==> config.mk <==
export PLATFORM = sky130hd
export DESIGN_NAME = xbar_frame_serializer
export DESIGN_NICKNAME = d
export VERILOG_FILES = /design/src/rtl/xbar_pkg.sv /design/src/rtl/xbar_bit_tick.sv /design/src/rtl/xbar_frame_serializer.sv
export SDC_FILE = /design/constraint.sdc
export NUM_CORES = 1
export LEC_CHECK = 0
export CAP_MARGIN = 15
export CORE_ASPECT_RATIO = 1.1
export CORE_MARGIN = 8
export CORE_UTILIZATION = 55
export DETAILED_ROUTE_END_ITERATION = 10
export PLACE_DENSITY = 0.85
export SYNTH_ARGS = -nofsm -noshare
export SYNTH_HDL_FRONTEND = slang
export SYNTH_SLANG_ARGS = --single-unit
==> constraint.sdc <==
create_clock -name clk -period 2 [get_ports clk]
set_input_delay 0.4 -clock clk [delete_from_list [all_inputs] [get_ports clk]]
set_output_delay 0.4 -clock clk [all_outputs]
set_load 0.03 [all_outputs]
==> src/rtl/xbar_pkg.sv <==
// Shared types for the crossbar frame path: port count, packet width,
// the header+payload frame struct and the serializer state encoding.
package xbar_pkg;

  localparam int ports        = 8;
  localparam int packet_width = 8;

  typedef logic [packet_width-1:0] packet;

  // Header sits in the upper bits so a packed array of these lines up
  // with the in_frame bus of the serializer.
  typedef struct packed {
    packet header;
    packet payload;
  } full_packet;

  typedef enum logic [1:0] {
    IDLE = 2'd0,
    HDR  = 2'd1,
    PLD  = 2'd2,
    PAR  = 2'd3
  } ser_state_e;

endpackage

==> src/rtl/xbar_bit_tick.sv <==
// Free-running bit-period divider: bit_tick is high during the last clk
// cycle of every CLK_DIV-cycle period, counting from the first cycle out
// of reset.
module xbar_bit_tick #(
  parameter int CLK_DIV = 10
) (
  input  logic clk,
  input  logic rst,
  output logic bit_tick
);

  localparam int CW = $clog2(CLK_DIV);
  localparam logic [CW-1:0] last_cnt = CW'(CLK_DIV - 1);

  logic [CW-1:0] cnt;

  // Count 0..CLK_DIV-1 and wrap; cleared by reset.
  always_ff @(posedge clk) begin
    if (!rst) begin
      cnt <= '0;
    end else if (cnt == last_cnt) begin
      cnt <= '0;
    end else begin
      cnt <= cnt + CW'(1);
    end
  end

  assign bit_tick = (cnt == last_cnt);

endmodule

==> src/rtl/xbar_frame_serializer.sv <==
// Crossbar frame serializer: takes one parallel frame (header+payload per
// port) through a 1-entry holding register and shifts every port's header
// then payload MSB-first onto its own serial lane, one bit per bit tick.
// All lanes shift in lockstep and share header_present.
// Optional build macro XBAR_SER_PARITY_EN appends an even-parity bit per
// lane after each header byte and each payload byte.
//
// Handshake: a frame transfers on a clk edge where in_valid && in_ready.
// in_ready is a register (no combinational path from in_valid); it drops
// on the accept edge and rises again on the edge after the holding
// register is unloaded into the shifters. in_frame is ignored whenever no
// transfer happens.
module xbar_frame_serializer
  import xbar_pkg::*;
#(
  parameter int PORTS   = ports,
  parameter int WIDTH   = packet_width,
  parameter int CLK_DIV = 10
) (
  input  logic                     clk,
  input  logic                     rst,
  input  logic                     in_valid,
  output logic                     in_ready,
  input  logic [PORTS*2*WIDTH-1:0] in_frame,
  output logic [PORTS-1:0]         serial_out,
  output logic                     bit_tick,
  output logic                     header_present,
  output logic                     frame_done,
  output logic                     busy
);

  localparam int FW = 2 * WIDTH;
  localparam int IW = $clog2(WIDTH);
  localparam logic [IW-1:0] top_idx = IW'(WIDTH - 1);

  ser_state_e          state;
  logic [IW-1:0]       bit_idx;
  logic                hold_valid;
  logic [PORTS*FW-1:0] hold;

  logic accept;
  logic load;
  logic shift;
  logic new_byte;
  logic clear;
  logic done;
`ifdef XBAR_SER_PARITY_EN
  logic emit_par;
  logic hdr_phase;
`endif

  xbar_bit_tick #(.CLK_DIV(CLK_DIV)) u_bit_tick (
    .clk      (clk),
    .rst      (rst),
    .bit_tick (bit_tick)
  );

  assign accept = in_valid && in_ready;
  assign busy   = (state != IDLE) || hold_valid;

  // Decode what the lanes do on this edge; nothing moves except on bit_tick.
  always_comb begin
    load     = 1'b0;
    shift    = 1'b0;
    new_byte = 1'b0;
    clear    = 1'b0;
    done     = 1'b0;
`ifdef XBAR_SER_PARITY_EN
    emit_par = 1'b0;
`endif
    if (bit_tick) begin
      case (state)
        IDLE: load = hold_valid;
        HDR: begin
          if (bit_idx != '0) begin
            shift = 1'b1;
          end else begin
`ifdef XBAR_SER_PARITY_EN
            emit_par = 1'b1;
`else
            shift    = 1'b1;
            new_byte = 1'b1;
`endif
          end
        end
        PLD: begin
          if (bit_idx != '0) begin
            shift = 1'b1;
          end else begin
`ifdef XBAR_SER_PARITY_EN
            emit_par = 1'b1;
`else
            done     = 1'b1;
`endif
          end
        end
`ifdef XBAR_SER_PARITY_EN
        PAR: begin
          if (hdr_phase) begin
            shift    = 1'b1;
            new_byte = 1'b1;
          end else begin
            done = 1'b1;
          end
        end
`endif
        default: ;
      endcase
      // End of frame: chain straight into a waiting frame, else go quiet.
      if (done) begin
        load  = hold_valid;
        clear = !hold_valid;
      end
    end
  end

  // Holding register, handshake and frame sequencing FSM.
  always_ff @(posedge clk) begin
    if (!rst) begin
      state          <= IDLE;
      bit_idx        <= '0;
      hold_valid     <= 1'b0;
      hold           <= '0;
      in_ready       <= 1'b0;
      header_present <= 1'b0;
      frame_done     <= 1'b0;
`ifdef XBAR_SER_PARITY_EN
      hdr_phase      <= 1'b0;
`endif
    end else begin
      frame_done <= done;
      in_ready   <= !hold_valid && !accept;
      if (accept) begin
        hold       <= in_frame;
        hold_valid <= 1'b1;
      end else if (load) begin
        hold_valid <= 1'b0;
      end
      if (load) begin
        state          <= HDR;
        bit_idx        <= top_idx;
        header_present <= 1'b1;
`ifdef XBAR_SER_PARITY_EN
        hdr_phase      <= 1'b1;
`endif
      end else if (clear) begin
        state          <= IDLE;
        header_present <= 1'b0;
`ifdef XBAR_SER_PARITY_EN
      end else if (emit_par) begin
        // header_present is left as-is: high through the header parity bit.
        state <= PAR;
`endif
      end else if (shift) begin
        if (new_byte) begin
          state          <= PLD;
          bit_idx        <= top_idx;
          header_present <= 1'b0;
`ifdef XBAR_SER_PARITY_EN
          hdr_phase      <= 1'b0;
`endif
        end else begin
          bit_idx <= bit_idx - 1'b1;
        end
      end
    end
  end

  for (genvar p = 0; p < PORTS; p++) begin : g_lane
    logic [FW-1:0] sr;
    logic          lane;
`ifdef XBAR_SER_PARITY_EN
    logic          par_acc;
`endif

    // Per-port shifter: the lane register holds the bit on the wire, sr
    // holds the not-yet-sent bits MSB-aligned.
    always_ff @(posedge clk) begin
      if (!rst) begin
        sr      <= '0;
        lane    <= 1'b0;
`ifdef XBAR_SER_PARITY_EN
        par_acc <= 1'b0;
`endif
      end else if (load) begin
        lane    <= hold[p*FW + FW-1];
        sr      <= {hold[p*FW +: FW-1], 1'b0};
`ifdef XBAR_SER_PARITY_EN
        par_acc <= hold[p*FW + FW-1];
`endif
      end else if (clear) begin
        lane <= 1'b0;
`ifdef XBAR_SER_PARITY_EN
      end else if (emit_par) begin
        lane <= par_acc;
`endif
      end else if (shift) begin
        lane    <= sr[FW-1];
        sr      <= {sr[FW-2:0], 1'b0};
`ifdef XBAR_SER_PARITY_EN
        par_acc <= new_byte ? sr[FW-1] : (par_acc ^ sr[FW-1]);
`endif
      end
    end

    assign serial_out[p] = lane;
  end

endmodule

Yosys cells after proc, flatten, opt, wreduce, memory -nomap -nowiden:

Index checks and enable logic that the tools add are counted.

* bits in registers: 269
* output and inout bits: 13

* add/subtract/negate cells: 2
* equality and inequality tests: 4
* mux-type cells: 75
* bitwise operators: 1
* reductions and logical operators: 18

Operators by type and width (number)
* $mux W16: 24
* $mux W1: 46
* $mux W3: 4
* $reduce_bool A3 Y1: 3
* $reduce_and A2 Y1: 4
* $reduce_bool A2 Y1: 3
* $add A4 B1 Y4 const B: 1
* $eq A4 B4 Y1 const B: 1
* $reduce_or A3 Y1: 1
* $sub A3 B1 Y3 const B: 1
* $eq A2 B1 Y1 const B: 1
* $eq A2 B2 Y1 const B: 1
* $logic_and A1 B1 Y1: 2
* $logic_not A1 Y1: 2
* $logic_not A2 Y1: 1
* $ne A2 B2 Y1 const B: 1
* $pmux W1 S2: 1
* $reduce_or A2 Y1: 1
* $logic_or A1 B1 Y1: 1
* $not A1 Y1: 1

Longest topological paths before layout:

* depth after elaboration: 8
* mapped depth: 9
* depth with buffers taken out: 7

Cells and area by module:

A second synthesis with hierarchy kept.

* cells, all modules: 1742
* area, all modules: 13812.0 um^2

By module, submodules not included
* xbar_frame_serializer: times used 1, cells an instance 1723, area an instance 13619.3 um^2
* xbar_bit_tick: times used 1, cells an instance 19, area an instance 192.7 um^2

Worst setup path after synthesis:

OpenSTA, ideal clock, no wires.

* kind: reg2reg
* start: register state[0]
* end: register g_lane[0].sr[10]
* setup time: 0.122 ns
* arrival time: 1.881 ns
* data required time: 1.878 ns
* path slack: -0.003 ns
* cell stages (with the launch flop): 9
* path buffers: 3
* cells stage by stage: dfxtp_1 > inv_1 > ha_1 > buf_2 > and4b_4 > o31ai_4 > buf_4 > buf_4 > a21oi_1

* word-level cells in the longest chain between the ends: 7
* elaborated cells on any way between the ends: 16
* those cells by class: 3 x eq/ne; 10 x mux; 3 x reduce/logical

RTL lines
* start: declaration: line xbar_frame_serializer.sv:36 `ser_state_e state;`
* start signal: assignment: line xbar_frame_serializer.sv:120 `state <= IDLE;`
* start signal: assignment: line xbar_frame_serializer.sv:140 `state <= HDR;`
* start signal: assignment: line xbar_frame_serializer.sv:147 `state <= IDLE;`
* $eq A2 B2 Y1: line xbar_frame_serializer.sv:72 `case (state)`
* $mux W1: line xbar_frame_serializer.sv:72
* $mux W1: line xbar_frame_serializer.sv:71 `if (bit_tick) begin`
* $mux W1: line xbar_frame_serializer.sv:110 `if (done) begin`
* $mux W1: line xbar_frame_serializer.sv:71
* $ne A2 B2 Y1 (no line) / $reduce_bool A2 Y1 (equally long branches)
* $reduce_and A2 Y1 (no line)
* end signal: assignment: line xbar_frame_serializer.sv:187 `sr <= {hold[p*FW +: FW-1], 1'b0};`
* end signal: assignment: line xbar_frame_serializer.sv:199 `sr <= {sr[FW-2:0], 1'b0};`
* end: declaration: line xbar_frame_serializer.sv:170 `logic [FW-1:0] sr;`

Parallel ways exist; a longest one is shown, timed or not. The select of a mux whose other input is x is not followed.
A chain may end at the register's enable or synchronous reset.

Worst setup path after layout:

* start: register frame_done
* end: output port frame_done

RTL lines
* start: declaration: line xbar_frame_serializer.sv:28 `output logic frame_done,`
* start signal: assignment: line xbar_frame_serializer.sv:131 `frame_done <= done;`

No word-level cell between the ends.

==> results_dict.tcl <==
set metrics [dict create \
    synthArstFlopShare_pct 0 \
    switching_share_pct 20.87 \
    grt_max_degree 75 \
    power_switching_w 0.002446 \
    whs_path_depth 3 \
    rsz0062_at_grt "no" \
    avgRoutedWirePerCell_um 16.09 \
    fmax_ghz 0.5146 \
    ant_nets 0 \
    slew_headroom_pct 68.56 \
    holdCritPathClass "in2reg" \
    portBuffers 143 \
    hold_end "g_lane[3].sr[7]" \
    drv_cap 0 \
    clk-insertion-delay-late_ns 0.52 \
    syn_nets 1357 \
    rr_worst_depth 8 \
    area_growth_pct 26.00 \
    cts_tree "done" \
    track_usage_pct 20.40 \
    synth-simple-area-share_pct 11.79 \
    slew_viol_final 0 \
    die_h_um 160.8 \
    avgViaCountPerCell 5.549 \
    max_stage_delay_ns 0.69 \
    pwr_density_cell_nw_per_um2 886.7 \
    synth_warnings 0 \
    synth_edf_count 0 \
    rows 53 \
    wl_met3_um 1428 \
    drt_first_pass_iters 5 \
    crit-reg2reg-launch "state[0]" \
    wl_met1_um 11180 \
    reg2reg_slack_ns 0.09 \
    drt_wl_total_um 25380 \
    synth_xor_area_share_pct 0.08351 \
    gr-total-overflow 0 \
    crit_chain "clkdlybuf4s50_1" \
    post-route-util_pct 69.92 \
    gp_congestion 0.8123 \
    power.internal_w 0.009272 \
    final_nets 1449 \
    cellLeakagePower_nw 4.671 \
    p_clk_share_pct 45.8 \
    pwr-share-comb_pct 6.8 \
    p_seq_share_pct 47.4 \
    clk_pin_slew_ns 0.06 \
    worstPathBufferInverterCount 1 \
    crit_family "buffers and inverters" \
    synth_flop_cell "dfxtp_1" \
    stdcell_count 1577 \
    synth_compound_area_share_pct 27.01 \
    via_count 8750 \
    diodes 0 \
    cp-end-kind "output pin" \
    wl_met2_um 12180 \
    cts_sinks 268 \
    critPathLaunchType "flop" \
    htree_levels 1 \
    status "complete, no violations" \
    grt_pass1_wl_um 41330 \
    synthCells 1219 \
    finalPower_w 0.01172 \
    core-area_sq_um 18900 \
    syn_area_per_cell_sq_um 8.603 \
    holdBufCountCts 0 \
    synth_fa_ha_area_share_pct 0.8351 \
    initial_core_util_pct 55.49 \
    final_hold_viol_count 0 \
    cts.path.max_buffers 3 \
    period_minus_slack_ns 1.943 \
    ys_types 34 \
    numCtsBuffers 26 \
    top_layer_used "met4" \
    ys_top_cells_by_area "dfxtp_1 (51%), nand2_1 (10%), o221ai_1 (9.4%)" \
    path_class "reg2out" \
    worst_ep_arrival_time_ns 1.54 \
    finClkSkew_ns 0.01339 \
    ir_drop_uv 614.5 \
    die_w_um 147.7 \
    timing.setup.tns_ns 0 \
    worst_pin_slew_ns 0.4716 \
    grt_pass1_vias 8544 \
    synth.largest_area_cell "dfxtp_1" \
    finalSetupViolCount 0 \
    antenna_found_initial 0 \
    pin_count 144 \
    drive_gt1_share_pct 6.842 \
    fin_crit_sh_pct 97.15 \
    ys_seq_elements 268 \
    synthMuxAreaShare_pct 0 \
    synth_top_area_share_pct 51.16 \
    critPathMaxFanout 1 \
    syn-cell-area_sq_um 10490 \
    crit_required_ns 1.60 \
    place_hpwl_um 15880 \
    drtIter0Drc 610 \
    r2r-end "g_lane[3].sr[11]" \
    synth_top_family_by_area "compound AO/OA/AOI/OAI gates" \
    ys_seq_area_share_pct 51.16 \
    drc 0 \
    hold_path.startpoint "rst" \
    cp_slowest_cell "clkdlybuf4s50_1" \
    fill_cells 1450 \
    cts-root-buf "clkbuf_16" \
    dieArea_sq_um 23750 \
    numPlacedInstances 1526 \
]
power by group through the flow:
stage	Sequential, W	Combinational (W)	Clock (W)
final	0.00555	0.000799	0.00537
after global routing	0.00556	0.000882	0.00568
after CTS	0.00555	0.000803	0.00545
after detailed placement	0.00567	0.000798	0
after global placement	0.00566	0.000776	0
after floorplan	0.00564	0.000403	0
cells in the mapped netlist, types with 2 or more instances:
master	n
buf_1	4
nand4_1	2
o21ai_0	21
o21ai_1	2
dfxtp_1	268
a21oi_1	118
nand2_1	286
buf_4	17
buf_2	33
nor2_1	6
o221ai_1	112
inv_1	118
or2_2	2
ha_1	7
nand2b_1	3
and2_1	4
a31oi_1	10
clkbuf_1	54
o22ai_1	8
nand3_1	2
a21boi_0	129
area by class of cell:
cell class                      instances  area, sq um  share of cell area (%)
Timing Repair Buffer                  172         1904                   14.41
Clock buffer                           39        790.8                   5.984
Clock inverter                          8        171.4                   1.297
Multi-Input combinational cell        724         4215                   31.90
Sequential cell                       268         5369                   40.63
Inverter                              119        454.2                   3.437
Tap cell                              247        309.0                   2.339
worst max-delay path by stage:
stage	slack, ns	start	depth (start not counted)	to
after detailed placement	0.08	u_bit_tick.cnt[0]	8	g_lane[4].sr[12]
after global placement	0.18	state[0]	6	bit_idx[0]
after CTS	0.005	g_lane[1].lane	1	serial_out[1]
after floorplan	0.13	state[0]	8	g_lane[0].sr[10]
final	0.06	frame_done	1	frame_done
after global routing	0.002	frame_done	1	frame_done
metal layers:
metal	vias to the layer above	track usage [%]
met5	-	0
met3	44	3.686
met4	0	6.914
met2	248	33.89
met1	4127	26.17
li1	4331	-
cells by family after synthesis:
kind of cell	Yosys count
flops	268
compound gates	405
fa+ha+maj	7
simple gates	311
buf+inv	227
xor+xnor	1
layout by cell type, fill, tap and decap left out, types with 5 or more instances in the layout:
cell type and instances:
a21boi_0 129, a21oi_1 118, a31oi_1 10, buf_12 16
buf_4 10, bufinv_16 5, clkbuf_1 5, clkbuf_16 29
clkbuf_8 7, clkdlybuf4s50_1 130, dfxtp_1 265, dlygate4sd2_1 6
inv_1 118, nand2_1 285, nor2_1 6, o21ai_0 21
o221ai_1 112, o22ai_1 8
flip-flops by register name (all words and copies together) (netlist names):
| name | cells |
|---|---|
| in_ready | 1 |
| g_lane.lane | 8 |
| state | 2 |
| hold_valid | 1 |
| g_lane.sr | 120 |
| bit_idx | 3 |
| frame_done | 1 |
| u_bit_tick.cnt | 4 |
| hold | 128 |
metrics by stage:
stage                     setup WS (ns)  cell area [sq um]  hold slack [ns]
after global placement           0.1768              12130           0.4308
after global routing           0.002376              13210           0.3474
after CTS                      0.005132              13090           0.3262
after floorplan                  0.1264              10490           0.4217
after detailed placement        0.08378              12130           0.4345
final                           0.05690              13210           0.3397
repair_timing:
item / CTS / global route
gates cloned: 0 / 2
gates resized for setup: 15 / 13
pin swaps: 0 / 2
buffers inserted: 0 / 2
setup endpoints to repair: 8 / 119
(Power assumes the default switching activity.)
==> patch 1 (same flow settings) <==
One comparison of `cnt` changes from == to >=.
--- a/src/rtl/xbar_bit_tick.sv
+++ b/src/rtl/xbar_bit_tick.sv
@@ -25,7 +25,7 @@
     end
   end
 
-  assign bit_tick = (cnt == last_cnt);
+  assign bit_tick = (cnt >= last_cnt);
 
 endmodule
 
Behaviour: same outputs for any inputs over 10 cycles, from zero or initial values and one cycle with rst low; that may be too few to reach the edited logic, so the function may still have changed.
==> patch 1 against the unedited design <==
The run now ends with negative setup slack left. Fmax shrank 4.1%. Routed wire length rose by 11%. Sequential cell count stayed put. Power shrank 5.0%. Die area shrank 0.31%. Final area up 3.7%. Combinational power shrank 12%. Worst setup slack got worse by 0.082 ns. Synthesized area down 0.35%. Critical path depth rose by 4. Critical path type unchanged. Highest routed layer unchanged.
==> patch 1: results (changes against the unedited design) <==
[logic_synthesis]
syn_nets=1197  ; -12%
synth_fa_ha_area_frac=0.00958  ; +0.00123
synth_cells=1058  ; -13%
synth_area_leaders=dfxtp_1, a21oi_2, a22o_1, o21ai_0, a21oi_1
yosysWarnings=0  ; unchanged
yosys.area_share.xor_xnor=0  ; -0.000835
ys_seq_area_frac=0.513  ; +0.00178
synthMuxAreaShare=0  ; unchanged
yosysUniqueCellTypes=41  ; +21%

[timing]
final.setup.worst_slack_ns=-0.0255  ; -0.0824 ns
tightest_slew_ns=0.505  ; +0.0332 ns
finalSetupViolCount=3  ; +3
fin_skew_ns=0.0117  ; -0.00171 ns

[global_route]
grt_max_degree=139  ; +85%
grt_pass1_wl_um=41600  ; +0.72%
gr-usage-all-layers=0.206  ; +0.00219
grt_pass1_vias=8388  ; -1.8%

[final_layout]
final_nets=1337  ; -7.7%
fin_area_sq_um=13700  ; +3.7%
diodes=0  ; unchanged
final.fill_count=1337  ; -7.8%
drive_above_1_share=0.233  ; +0.165

[critical_path]
critPathMaxFanout=3  ; +2
worst_ep_arrival_time_ns=1.63  ; +0.09 ns
rrSetupSlack_ns=-0.02  ; -0.11 ns

[placement]
dp_hpwl_um=15900  ; +0.29%
io_buffers=143  ; unchanged
dpl_cell_area_sq_um=12200  ; +0.65%
gp_congestion=0.798  ; -1.7%

[power]
vdd_drop_max_mv=0.809  ; +32%
p_leak_nw=5.10  ; +9.3%

[routing]
first_iter_violations=601  ; -1.5%
avgViaCountPerCell=5.88  ; +5.9%
drt-met1-wl_um=11700  ; +5.0%
wl_per_cell_um=19.2  ; +19%
wl_met2_um=14100  ; +16%
vias=8608  ; -1.6%
dr_wl_met3_um=1490  ; +4.4%

[clock_network]
h-tree-depth=1  ; unchanged

[run_status]
failed_checks=negative setup slack
status=finished, violations left

patch 1: cell count changes in the layout (fill, tap and decap cells not counted), moves of 11 or more:
cell / change
nand2_1: -165
a21oi_2: +141
a21boi_0: -128
a22o_1: +128
inv_1: -116
o221ai_1: -112
o21ai_0: +87
a21oi_1: -22
a22oi_1: +16
buf_4: +14
o21ai_1: +12
buf_12: +11
clkbuf_16: +11
patch 1: per-layer routing:
metal  vias to the layer above  global-route usage
met5                         -                   0
met1                      4176               0.260
met4                         0              0.0705
li1                       4098                   -
met2                       281               0.353
met3                        53              0.0310
patch 1: power by group:
group / total (W) / switching [W] / internal, W / leakage, nW
registers: 0.00558 / 0.000102 / 0.00548 / 2.17
logic: 0.000702 / 0.000285 / 0.000418 / 2.51
clock network: 0.00484 / 0.00201 / 0.00283 / 0.420
total: 0.0111 / 0.00239 / 0.00873 / 5.10
patch 1: worst paths after layout:
path	depth (start not counted)	to	from
min reg2reg	2	g_lane[5].sr[6]	g_lane[5].sr[5]
min	3	in_ready	rst
max	5	bit_tick	u_bit_tick.cnt[0]
max reg2reg	8	g_lane[4].sr[1]	state[1]
patch 1: cell type report:
cell class | count | share of cell area
clock inverters | 6 | 0.00429
clock buffers | 42 | 0.0578
repair buffers | 211 | 0.184
flip-flops and latches | 268 | 0.392
well taps | 247 | 0.0226
multi-input cells | 682 | 0.336
inverters | 9 | 0.00247
patch 1: what timing repair did:
item	CTS	global route
setup buffers	1	16
pin swaps	1	14
hold endpoints to repair	0	0
endpoints found under the setup margin	5	129
cloned	0	22
resized for setup	13	41
patch 1: metrics by stage:
| step | worst slack, ns | hold WS [ns] | TNS (ns) | power, W |
|---|---|---|---|---|
| after floorplan | 0.0489 | 0.427 | 0 | 0.00594 |
| after global placement | 0.101 | 0.434 | 0 | 0.00634 |
| after detailed placement | 0.0489 | 0.443 | 0 | 0.00635 |
| after CTS | -0.0279 | 0.384 | -0.0279 | 0.0111 |
| after global routing | -0.0691 | 0.396 | -0.578 | 0.0115 |
| final | -0.0255 | 0.401 | -0.0682 | 0.0111 |
patch 1: kinds of logic (layout without fill, tap and decap cells):
group                    Yosys count  in the layout
AO/OA/AOI/OAI                    517            521
adder cells (fa/ha/maj)            8              8
buffers and inverters            114            268
flip-flops                       268            268
AND/OR/NAND/NOR                  151            153
patch 1: critical path: stages, from the launching register on:
cell and delay, ns:
dfxtp_4 0.36, buf_12 0.12, ha_4 0.16, o31ai_4 0.22, inv_2 0.09, buf_12 0.15
==> patch 2 (same settings) <==
Made on the original files. `CLK_DIV` is set to 10 in 2 places; all go to 5.
--- a/src/rtl/xbar_bit_tick.sv
+++ b/src/rtl/xbar_bit_tick.sv
@@ -2,7 +2,7 @@
 // cycle of every CLK_DIV-cycle period, counting from the first cycle out
 // of reset.
 module xbar_bit_tick #(
-  parameter int CLK_DIV = 10
+  parameter int CLK_DIV = 5
 ) (
   input  logic clk,
   input  logic rst,
--- a/src/rtl/xbar_frame_serializer.sv
+++ b/src/rtl/xbar_frame_serializer.sv
@@ -15,7 +15,7 @@
 #(
   parameter int PORTS   = ports,
   parameter int WIDTH   = packet_width,
-  parameter int CLK_DIV = 10
+  parameter int CLK_DIV = 5
 ) (
   input  logic                     clk,
   input  logic                     rst,
Behaviour: not the same (a bounded check fails within 10 cycles, from zero or initial values and one cycle with rst low).
==> patch 2 against the unedited design <==
The run now ends with negative setup slack left. Combinational power is 12% lower. Sequential power hardly changed. First-iteration DRC count is 15% higher. Power is 1.9% lower. Core utilization is 4.3 points higher. Synthesized area is 5.8% lower. Final area is 0.75% lower. Worst setup slack worse by 0.059 ns. Register-to-register slack worse by 0.09 ns. Sequential cell count is 1 lower. Routed wire length is 4.4% higher.
==> patch 2: results (changes against the unedited design) <==
[placement]
dpl_cell_area_sq_um=11700  ; -3.9%
gp_congestion=0.853  ; +5.0%
dp_slack_ns=-0.0320  ; -0.116 ns
dp_hpwl_um=15200  ; -4.0%

[routing]
vias=7917  ; -9.5%
drtPass1Iterations=5  ; unchanged
wl_per_cell_um=20.1  ; +25%
first_iter_violations=702  ; +15%

[timing]
slew_headroom=0.310  ; -0.376
finalSetupViolCount=1  ; +1
fin_tns_setup_ns=-0.00194  ; -0.00194 ns
final.setup.worst_slack_ns=-0.00194  ; -0.0588 ns
fin_skew_ns=0.0174  ; +0.00397 ns

[final_layout]
drive_above_1_share=0.132  ; +0.0640
final_cell_count_no_fill=1318  ; -16%
final.fill_count=1123  ; -23%
final_nets=1199  ; -17%

[logic_synthesis]
synth_area_leaders=dfxtp_1, mux2i_1, a22o_1, o22ai_1, nand2_1
synth_fa_ha_area_frac=0.00886  ; +0.000510
synth_cells=920  ; -25%
yosysUniqueCellTypes=42  ; +24%
syn_nets=1058  ; -22%
ys_seq_area_frac=0.541  ; +0.0292
synthMuxAreaShare=0.114  ; +0.114
yosys.area_share.xor_xnor=0  ; -0.000835
netlist_top_cells_count=dfxtp_1, a22o_1, nand2_1
synth_compound_area_frac=0.225  ; -0.0453

[power]
p_leak_nw=5.22  ; +12%
vdd_drop_max_mv=0.758  ; +23%

[run_status]
failed_checks=negative setup slack
status=finished, violations left

[global_route]
grt_pass1_vias=7690  ; -10%
grt_max_degree=85  ; +13%
grt_pass1_wl_um=38900  ; -5.9%
gr-usage-all-layers=0.209  ; +0.00514

[clock_network]
ctsLongestPathBuffers=3  ; unchanged

[critical_path]
critPathMaxFanout=11  ; +10
worst_ep_arrival_time_ns=2.40  ; +0.86 ns

[patch 2: changes by cell type in the layout (fill, tap and decap cells not counted), sizes merged, moves of 9 or more]
| cell | before | now |
|---|---|---|
| o22ai | 8 | 113 |
| o21ai | 24 | 2 |
| buf | 30 | 60 |
| inv | 119 | 9 |
| nand2 | 286 | 118 |
| a21oi | 118 | 11 |
| mux2i | 0 | 113 |
| a31oi | 10 | 1 |
| o221ai | 112 | 1 |
| a21boi | 129 | 2 |
| a22o | 0 | 128 |
[patch 2: area by class of cell]
| class | count | area (sq um) | area share |
|---|---|---|---|
| multi-input cells | 548 | 4130 | 0.315 |
| well taps | 238 | 298 | 0.0227 |
| flip-flops and latches | 267 | 5350 | 0.408 |
| clock buffers | 36 | 768 | 0.0586 |
| clock inverters | 11 | 170 | 0.0130 |
| repair buffers | 209 | 2360 | 0.180 |
| inverters | 9 | 36.3 | 0.00277 |
[patch 2: timing repair]
| action | 4_1_cts | 5_1_grt |
|---|---|---|
| resized for setup | 17 | 30 |
| buffers inserted | 6 | 12 |
| gates cloned | 1 | 9 |
| pin swaps | 2 | 7 |
| setup endpoints to repair | 94 | 126 |
[patch 2: power by group]
group | switching [W] | leakage, nW | total, W | internal (W)
clock | 0.00204 | 0.467 | 0.00524 | 0.00320
sequential | 0.0000933 | 2.17 | 0.00555 | 0.00546
combinational | 0.000300 | 2.58 | 0.000703 | 0.000403
total | 0.00244 | 5.22 | 0.0115 | 0.00906
[patch 2: final timing paths]
| kind | slack [ns] | to | start | depth (start not counted) |
|---|---|---|---|---|
| worst min register to register | 0.46 | g_lane[3].sr[3] | g_lane[3].sr[3] | 2 |
| worst min-delay path | 0.31 | g_lane[3].sr[7] | rst | 3 |
| worst max register to register | -0.002 | g_lane[0].sr[2] | bit_idx[0] | 9 |
| worst max-delay path | -0.002 | g_lane[0].sr[2] | bit_idx[0] | 9 |
[patch 2: cell families (layout without fill, tap and decap cells)]
logic type,Yosys count,after routing
AO/OA/AOI/OAI,291,291
flip-flops,267,267
AND/OR/NAND/NOR,137,137
multiplexers,113,113
buffers and inverters,105,265
adder cells (fa/ha/maj),7,7
[patch 2: layer usage]
metal | global-route usage | part of all wire | routed length, um
met4 | 0.0767 | 0.027 | 711
met1 | 0.267 | 0.42 | 11200
met2 | 0.349 | 0.50 | 13200
met5 | 0 | 0 | 0
met3 | 0.0323 | 0.054 | 1440
[patch 2: worst max-delay path, stage by stage (launching register included)]
cell	delay [ns]
dfxtp_2	0.34
inv_1	0.06
ha_2	0.21
and3b_2	0.25
buf_4	0.15
o21a_4	0.28
buf_4	0.16
buf_4	0.13
mux2i_1	0.18
o22ai_1	0.13
